===== config.mk =====
export PLATFORM = sky130hd
export DESIGN_NAME = if_id_skid_reg_flat
export DESIGN_NICKNAME = d
export VERILOG_FILES = /design/src/rtl/if_id_skid_reg_pkg.sv /design/src/rtl/if_id_skid_reg_if.sv /design/src/rtl/if_id_skid_reg_slot.sv /design/src/rtl/if_id_skid_reg.sv /design/src/flat_wrapper.sv
export SDC_FILE = /design/constraint.sdc
export NUM_CORES = 1
export LEC_CHECK = 0
export CORE_MARGIN = 2
export CORE_UTILIZATION = 45
export CTS_CLUSTER_DIAMETER = 150
export DETAILED_ROUTE_END_ITERATION = 8
export PLACE_DENSITY = 0.84
export SYNTH_ARGS = -nofsm -noshare
export SYNTH_HDL_FRONTEND = slang
export SYNTH_SLANG_ARGS = --single-unit

===== constraint.sdc =====
create_clock -name clock_i -period 6.5 [get_ports clock_i]
set_clock_uncertainty 0.15 [all_clocks]
set_input_delay 1.3 -clock clock_i [delete_from_list [all_inputs] [get_ports clock_i]]
set_output_delay 1.3 -clock clock_i [all_outputs]
set_load 0.005 [all_outputs]

===== src/rtl/if_id_skid_reg_pkg.sv =====
// Shared constants and occupancy encoding for the IF/ID skid register.
// Latency: n/a (declarations only).
// Backpressure: n/a (declarations only).
package if_id_skid_reg_pkg;

   localparam int          ADDRWIDTH    = 32;
   localparam logic [31:0] NOP_INST_DEF = 32'hF8000000;

   // Occupancy of the out/skid slot pair.
   typedef enum logic [1:0] {
      OCC_EMPTY = 2'b00,   // nothing held
      OCC_ONE   = 2'b01,   // out slot valid
      OCC_FULL  = 2'b11    // out slot and skid slot valid
   } occ_e;

endpackage


===== src/rtl/if_id_skid_reg_if.sv =====
// Valid/ready beat bus carrying {pc, instruction} between pipeline stages.
// Latency: none (wires only).
// Backpressure: producer holds valid/pc/instruction until ready is seen high.
interface if_id_skid_reg_if
   import if_id_skid_reg_pkg::*;
#(
   parameter int NB_PC   = ADDRWIDTH,
   parameter int NB_INST = 32
) ();

   logic               valid;
   logic               ready;
   logic [NB_PC-1:0]   pc;
   logic [NB_INST-1:0] instruction;

   modport master (output valid, output pc, output instruction, input ready);
   modport slave  (input valid, input pc, input instruction, output ready);

endinterface


===== src/rtl/if_id_skid_reg_slot.sv =====
// One {valid, pc, instruction} holding register with load and clear.
// Latency: load visible one cycle after the loading edge.
// Backpressure: none; the owner decides when to load or clear.
module if_id_skid_reg_slot #(
   parameter int                 NB_PC    = 32,
   parameter int                 NB_INST  = 32,
   parameter logic [NB_INST-1:0] RST_INST = '0
) (
   input  logic               clock_i,
   input  logic               reset_i,
   input  logic               load_i,
   input  logic               clear_i,
   input  logic [NB_PC-1:0]   pc_i,
   input  logic [NB_INST-1:0] inst_i,
   output logic               valid_o,
   output logic [NB_PC-1:0]   pc_o,
   output logic [NB_INST-1:0] inst_o
);

   logic               valid_q;
   logic [NB_PC-1:0]   pc_q;
   logic [NB_INST-1:0] inst_q;

   // Load wins over clear; clear only drops valid so the payload stays visible.
   always_ff @(posedge clock_i or posedge reset_i) begin
      if (reset_i) begin
         valid_q <= 1'b0;
         pc_q    <= '0;
         inst_q  <= RST_INST;
      end else if (load_i) begin
         valid_q <= 1'b1;
         pc_q    <= pc_i;
         inst_q  <= inst_i;
      end else if (clear_i) begin
         valid_q <= 1'b0;
      end
   end

   assign valid_o = valid_q;
   assign pc_o    = pc_q;
   assign inst_o  = inst_q;

endmodule


===== src/rtl/if_id_skid_reg.sv =====
// IF/ID pipeline register with 2-entry skid, flush-to-NOP and debug freeze (stats: IF_ID_STATS_EN).
// Latency: beat accepted at edge N is presented to ID in cycle N+1.
// Backpressure: ready is registered occupancy (drops only when both slots full), gated by enable.
module if_id_skid_reg
   import if_id_skid_reg_pkg::*;
#(
   parameter int                 NB_INST  = 32,
   parameter int                 NB_PC    = ADDRWIDTH,
   parameter logic [NB_INST-1:0] NOP_INST = NB_INST'(NOP_INST_DEF),
   parameter int                 NB_CNT   = 16
) (
   input  logic               clock_i,
   input  logic               reset_i,
   input  logic               enable_i,
   input  logic               flush_i,
   if_id_skid_reg_if.slave    fetch_if,
   if_id_skid_reg_if.master   decode_if,
   output logic [NB_CNT-1:0]  stall_cnt_o,
   output logic [NB_CNT-1:0]  flush_cnt_o
);

   occ_e               state_q, state_d;
   logic               ready;
   logic               xfer_in, xfer_out;
   logic               load_out, clr_out, load_skid, clr_skid;
   logic               out_vld, skid_vld;
   logic [NB_PC-1:0]   out_pc, skid_pc, out_pc_src;
   logic [NB_INST-1:0] out_inst, skid_inst, out_inst_src;

   // Ready comes from registered occupancy only; ID's ready never reaches it.
   assign ready    = enable_i & (state_q != OCC_FULL);
   assign xfer_in  = fetch_if.valid & ready;
   assign xfer_out = out_vld & decode_if.ready & enable_i;

   // Whenever the skid holds a beat, it is the only legal source for the out
   // slot, which keeps older beats ahead of newer ones.
   assign out_pc_src   = skid_vld ? skid_pc   : fetch_if.pc;
   assign out_inst_src = skid_vld ? skid_inst : fetch_if.instruction;

   // Occupancy state register.
   always_ff @(posedge clock_i or posedge reset_i) begin
      if (reset_i) state_q <= OCC_EMPTY;
      else         state_q <= state_d;
   end

   // Next occupancy and slot load/clear strobes; freeze leaves everything as is.
   always_comb begin
      state_d   = state_q;
      load_out  = 1'b0;
      clr_out   = 1'b0;
      load_skid = 1'b0;
      clr_skid  = 1'b0;
      if (enable_i) begin
         if (flush_i) begin
            state_d  = OCC_EMPTY;
            clr_out  = 1'b1;
            clr_skid = 1'b1;
         end else begin
            case (state_q)
               OCC_EMPTY: begin
                  if (xfer_in) begin
                     load_out = 1'b1;
                     state_d  = OCC_ONE;
                  end
               end
               OCC_ONE: begin
                  if (xfer_in && !xfer_out) begin
                     load_skid = 1'b1;
                     state_d   = OCC_FULL;
                  end else if (xfer_in && xfer_out) begin
                     load_out = 1'b1;
                  end else if (xfer_out) begin
                     clr_out = 1'b1;
                     state_d = OCC_EMPTY;
                  end
               end
               OCC_FULL: begin
                  if (xfer_out) begin
                     load_out = 1'b1;
                     clr_skid = 1'b1;
                     state_d  = OCC_ONE;
                  end
               end
               default: state_d = OCC_EMPTY;
            endcase
         end
      end
   end

   if_id_skid_reg_slot #(
      .NB_PC(NB_PC), .NB_INST(NB_INST), .RST_INST(NOP_INST)
   ) u_out_slot (
      .clock_i (clock_i),
      .reset_i (reset_i),
      .load_i  (load_out),
      .clear_i (clr_out),
      .pc_i    (out_pc_src),
      .inst_i  (out_inst_src),
      .valid_o (out_vld),
      .pc_o    (out_pc),
      .inst_o  (out_inst)
   );

   if_id_skid_reg_slot #(
      .NB_PC(NB_PC), .NB_INST(NB_INST), .RST_INST(NOP_INST)
   ) u_skid_slot (
      .clock_i (clock_i),
      .reset_i (reset_i),
      .load_i  (load_skid),
      .clear_i (clr_skid),
      .pc_i    (fetch_if.pc),
      .inst_i  (fetch_if.instruction),
      .valid_o (skid_vld),
      .pc_o    (skid_pc),
      .inst_o  (skid_inst)
   );

   assign fetch_if.ready        = ready;
   assign decode_if.valid       = out_vld;
   assign decode_if.pc          = out_pc;
   assign decode_if.instruction = out_vld ? out_inst : NOP_INST;

`ifdef IF_ID_STATS_EN
   logic [NB_CNT-1:0] stall_cnt_q, stall_cnt_d;
   logic [NB_CNT-1:0] flush_cnt_q, flush_cnt_d;
   logic [2:0]        n_disc;
   logic [NB_CNT:0]   flush_sum;

   // Saturating counters: stalled presentation cycles and beats lost to flush.
   // A beat consumed by ID in the flush cycle is not lost; a beat accepted
   // from IF in the flush cycle is.
   always_comb begin
      stall_cnt_d = stall_cnt_q;
      flush_cnt_d = flush_cnt_q;
      n_disc      = {2'b0, out_vld} + {2'b0, skid_vld} + {2'b0, xfer_in}
                    - {2'b0, xfer_out};
      flush_sum   = {1'b0, flush_cnt_q} + (NB_CNT+1)'(n_disc);
      if (enable_i && out_vld && !decode_if.ready && (stall_cnt_q != '1))
         stall_cnt_d = stall_cnt_q + 1'b1;
      if (enable_i && flush_i)
         flush_cnt_d = flush_sum[NB_CNT] ? '1 : flush_sum[NB_CNT-1:0];
   end

   // Counter registers.
   always_ff @(posedge clock_i or posedge reset_i) begin
      if (reset_i) begin
         stall_cnt_q <= '0;
         flush_cnt_q <= '0;
      end else begin
         stall_cnt_q <= stall_cnt_d;
         flush_cnt_q <= flush_cnt_d;
      end
   end

   assign stall_cnt_o = stall_cnt_q;
   assign flush_cnt_o = flush_cnt_q;
`else
   assign stall_cnt_o = '0;
   assign flush_cnt_o = '0;
`endif

endmodule


===== src/flat_wrapper.sv =====
// flat-port wrapper written by rule: the top's interface ports become plain ports
module if_id_skid_reg_flat import if_id_skid_reg_pkg::*;
#(
   parameter int                 NB_INST  = 32,
   parameter int                 NB_PC    = ADDRWIDTH,
   parameter logic [NB_INST-1:0] NOP_INST = NB_INST'(NOP_INST_DEF),
   parameter int                 NB_CNT   = 16
)
  (clock_i, reset_i, enable_i, flush_i, stall_cnt_o, flush_cnt_o, fetch_if_valid, fetch_if_pc, fetch_if_instruction, fetch_if_ready, decode_if_valid, decode_if_pc, decode_if_instruction, decode_if_ready);
  if_id_skid_reg_if #(.NB_PC(NB_PC), .NB_INST(NB_INST)) fetch_if_i ();
  if_id_skid_reg_if #(.NB_PC(NB_PC), .NB_INST(NB_INST)) decode_if_i ();
  input  logic clock_i;
  input  logic reset_i;
  input  logic enable_i;
  input  logic flush_i;
  output logic [NB_CNT-1:0] stall_cnt_o;
  output logic [NB_CNT-1:0] flush_cnt_o;
  input wire logic [$bits(fetch_if_i.valid)-1:0] fetch_if_valid;
  input wire logic [$bits(fetch_if_i.pc)-1:0] fetch_if_pc;
  input wire logic [$bits(fetch_if_i.instruction)-1:0] fetch_if_instruction;
  output wire logic [$bits(fetch_if_i.ready)-1:0] fetch_if_ready;
  output wire logic [$bits(decode_if_i.valid)-1:0] decode_if_valid;
  output wire logic [$bits(decode_if_i.pc)-1:0] decode_if_pc;
  output wire logic [$bits(decode_if_i.instruction)-1:0] decode_if_instruction;
  input wire logic [$bits(decode_if_i.ready)-1:0] decode_if_ready;
  assign fetch_if_i.valid = fetch_if_valid;
  assign fetch_if_i.pc = fetch_if_pc;
  assign fetch_if_i.instruction = fetch_if_instruction;
  assign fetch_if_ready = fetch_if_i.ready;
  assign decode_if_valid = decode_if_i.valid;
  assign decode_if_pc = decode_if_i.pc;
  assign decode_if_instruction = decode_if_i.instruction;
  assign decode_if_i.ready = decode_if_ready;
  if_id_skid_reg #(.NB_INST(NB_INST), .NB_PC(NB_PC), .NOP_INST(NOP_INST), .NB_CNT(NB_CNT)) u_core (.clock_i(clock_i), .reset_i(reset_i), .enable_i(enable_i), .flush_i(flush_i), .fetch_if(fetch_if_i), .decode_if(decode_if_i), .stall_cnt_o(stall_cnt_o), .flush_cnt_o(flush_cnt_o));
endmodule

==> results.yml <==
logic_synthesis:
  avgSynthCellArea_um2: 14.2
  ys_warn_count: 0
  syn_inst: 449
  synth_cell_types: 32
  syn_area_mm2: 0.00636
  synth-seq-cells: 132
  ys_seq_area_share_pct: 52.2
worst_hold_path:
  hp-class: "flop to flop"
placed_design:
  port_buffers: 135
  gp_congestion: 0.785
  dpl.hpwl_um: 8700
  place_inst: 744
timing:
  setup_tns_ns: 0
  tightest_slew_ns: 1.12
  drv_slew: 0
  timing.final.crit_share_pct: 62.2
  relSlewSlack_pct: 25.2
  rsz0062_at_grt: "no"
  min_period_ns: 4.04
  fmax_mhz: 247
  finalHoldViolCount: 0
  setup_viol: 0
  holdWs_ns: 0.328
clock_network:
  cts_hold_buf: 0
  cts_buffer_depth: 2
  cts-root-buf: "clkbuf_16"
  cts_sinks: 132
  cts_tree: "yes"
  cts.clk_slew.worst_paths_ns: 0.05
  post_cts_resize_count: 0
  cts_made_buffers: 17
  h-tree-depth: 4
  cts_setup_buffers: 0
  clock_latency_ns: 0.41
drt:
  final_antenna_net_count: 0
  drc: 0
  vias: 3927
  drt-wirelength-per-cell_um: 16.7
  wl_um: 12900
  via_per_inst: 5.06
  drtIter0Drc: 117
  drt_pass1_iterations: 4
power_and_ir_drop:
  vdd_drop_max_mv: 0.183
  powerDensity_mw_per_mm2: 409
  leakage_nw: 3.62
worst_setup_path:
  worstPathArrival_ns: 2.59
  required_ns: 5.05
  critPathKind: "primary input to primary output"
  cp-start-kind: "primary input"
  end_kind: "primary output"
  cp_max_fo: 9
global_route:
  grt_use_met3_pct: 6.32
  grtUsageMet2_pct: 30.0
  grt_pass1_wl_um: 21000
  gr-usage-met1_pct: 21.9
  grt_max_degree: 78
  grt-ovfl-total: 0
  gr-usage-all-layers_pct: 18.2
  busiest_layer: "met2"
  grt_pass1_vias: 4277
  antenna_found_initial: 0
cells_and_area:
  final_common_cell: "clkdlybuf4s50_1"
  synthToLayoutAreaGrowth_pct: 30.7
  stdcell_count: 776
  drive_above_1_share_pct: 29.0
  diodes: 0
  layout_common_cells: "clkdlybuf4s50_1, mux2_2, dfrtp_1"
  num-nets-final: 657
floorplanning:
  io_pins: 168
  die_area_mm2: 0.0151
  start_util_pct: 46.0
  die_y_um: 123
  die_w_um: 123
  row_count: 43
  core_mm2: 0.0138
flow_run:
  cap_violations: 0
status:
  status: "complete, no violations"
-- kinds of logic (layout without fill, tap and decap cells) --
| kind of cell | after synthesis | in the layout | synth area share (%) |
|---|---|---|---|
| and+or+nand+nor | 47 | 47 | 4.61 |
| buffers and inverters | 60 | 176 | 6.81 |
| DFF | 132 | 132 | 52.2 |
| AOI/OAI and AO/OA | 13 | 13 | 1.56 |
| adders and majority gates | 4 | 4 | 0.787 |
| other | 1 | 32 | 0.0590 |
| muxes | 192 | 192 | 34.0 |
-- routing by layer --
metal	vias to the layer above	part of all wire, %
met2	117	50
met1	2022	41
met4	0	1.4
li1	1771	-
met3	17	7.1
met5	-	0
-- critical path, stage by stage --
cell,delay (ns)
clkdlybuf4s50_1,0.60
nor2b_1,0.18
clkdlybuf4s50_1,0.51
-- cells in the mapped netlist --
cell / number / share of area (%)
nand3_1: 2 / 0.16
clkbuf_1: 9 / 0.53
nand2_1: 2 / 0.12
nand2b_1: 5 / 0.49
dfrtp_1: 122 / 48
mux2_1: 71 / 13
a21boi_2: 1 / 0.18
mux2_2: 121 / 21
a21oi_1: 1 / 0.079
dfstp_2: 10 / 4.1
o2bb2ai_1: 1 / 0.14
a21oi_2: 1 / 0.14
nor2_1: 2 / 0.12
a22o_1: 2 / 0.28
or3b_1: 1 / 0.14
o21ai_0: 2 / 0.16
buf_6: 10 / 1.8
o21ai_1: 1 / 0.079
nor3b_2: 1 / 0.20
conb_1: 1 / 0.059
inv_1: 3 / 0.18
nor4b_1: 1 / 0.14
a21bo_2: 1 / 0.16
or2_2: 1 / 0.098
nor2b_1: 3 / 0.30
and2_1: 27 / 2.7
ha_1: 4 / 0.79
a21o_1: 2 / 0.24
and3_1: 2 / 0.20
buf_2: 4 / 0.31
buf_4: 34 / 4.0
o31ai_1: 1 / 0.12
-- final timing paths --
kind                                              from                           end  slack, ns  cells after the start
setup / recovery                              enable_i                fetch_if_ready       2.46                      3
hold / removal             u_core.u_out_slot.inst_o[0]   u_core.u_out_slot.inst_o[0]       0.33                      1
setup reg to reg                     u_core.state_q[0]     u_core.u_out_slot.pc_o[3]       3.55                      6
hold reg to reg            u_core.u_out_slot.inst_o[0]   u_core.u_out_slot.inst_o[0]       0.33                      1
max in group asynchronous                      reset_i    u_core.u_skid_slot.valid_o       3.60                      3
min in group asynchronous                      reset_i  u_core.u_out_slot.inst_o[25]       1.32                      2
-- flip-flops by register name, indices dropped and copies added, names as in the netlist --
name,flops
u_core.state_q,2
u_core.u_skid_slot.valid_o,1
u_core.u_skid_slot.pc_o,32
u_core.u_out_slot.inst_o,32
u_core.u_out_slot.valid_o,1
u_core.u_out_slot.pc_o,32
u_core.u_skid_slot.inst_o,32
-- report_power, final --
| group | switching, W | internal, W | total (W) |
|---|---|---|---|
| logic | 0.000310 | 0.000647 | 0.000957 |
| clock network | 0.000335 | 0.000647 | 0.000982 |
| registers | 0.000215 | 0.00125 | 0.00146 |
| total | 0.000860 | 0.00254 | 0.00340 |
-- through the flow --
step | utilization (%) | setup slack (ns) | total power (W) | instance area, um^2
after global placement | 55.7 | 2.33 | 0.00237 | 7700
after CTS | 60.1 | 2.47 | 0.00344 | 8310
after detailed placement | 55.7 | 2.23 | 0.00244 | 7700
after floorplan | - | 1.54 | 0.00193 | 6470
final | 60.1 | 2.46 | 0.00340 | 8310
after global routing | 60.1 | 2.38 | 0.00361 | 8310
-- final cells by class --
type / count / area, um^2
clock buffers: 21 / 450
clock inverters: 11 / 158
repair buffers: 141 / 1410
flip-flops and latches: 132 / 3320
fillers: 1096 / 5520
multi-input cells: 288 / 2740
inverters: 3 / 13.8
well taps: 180 / 225
Power figures use the tool's default switching activity.
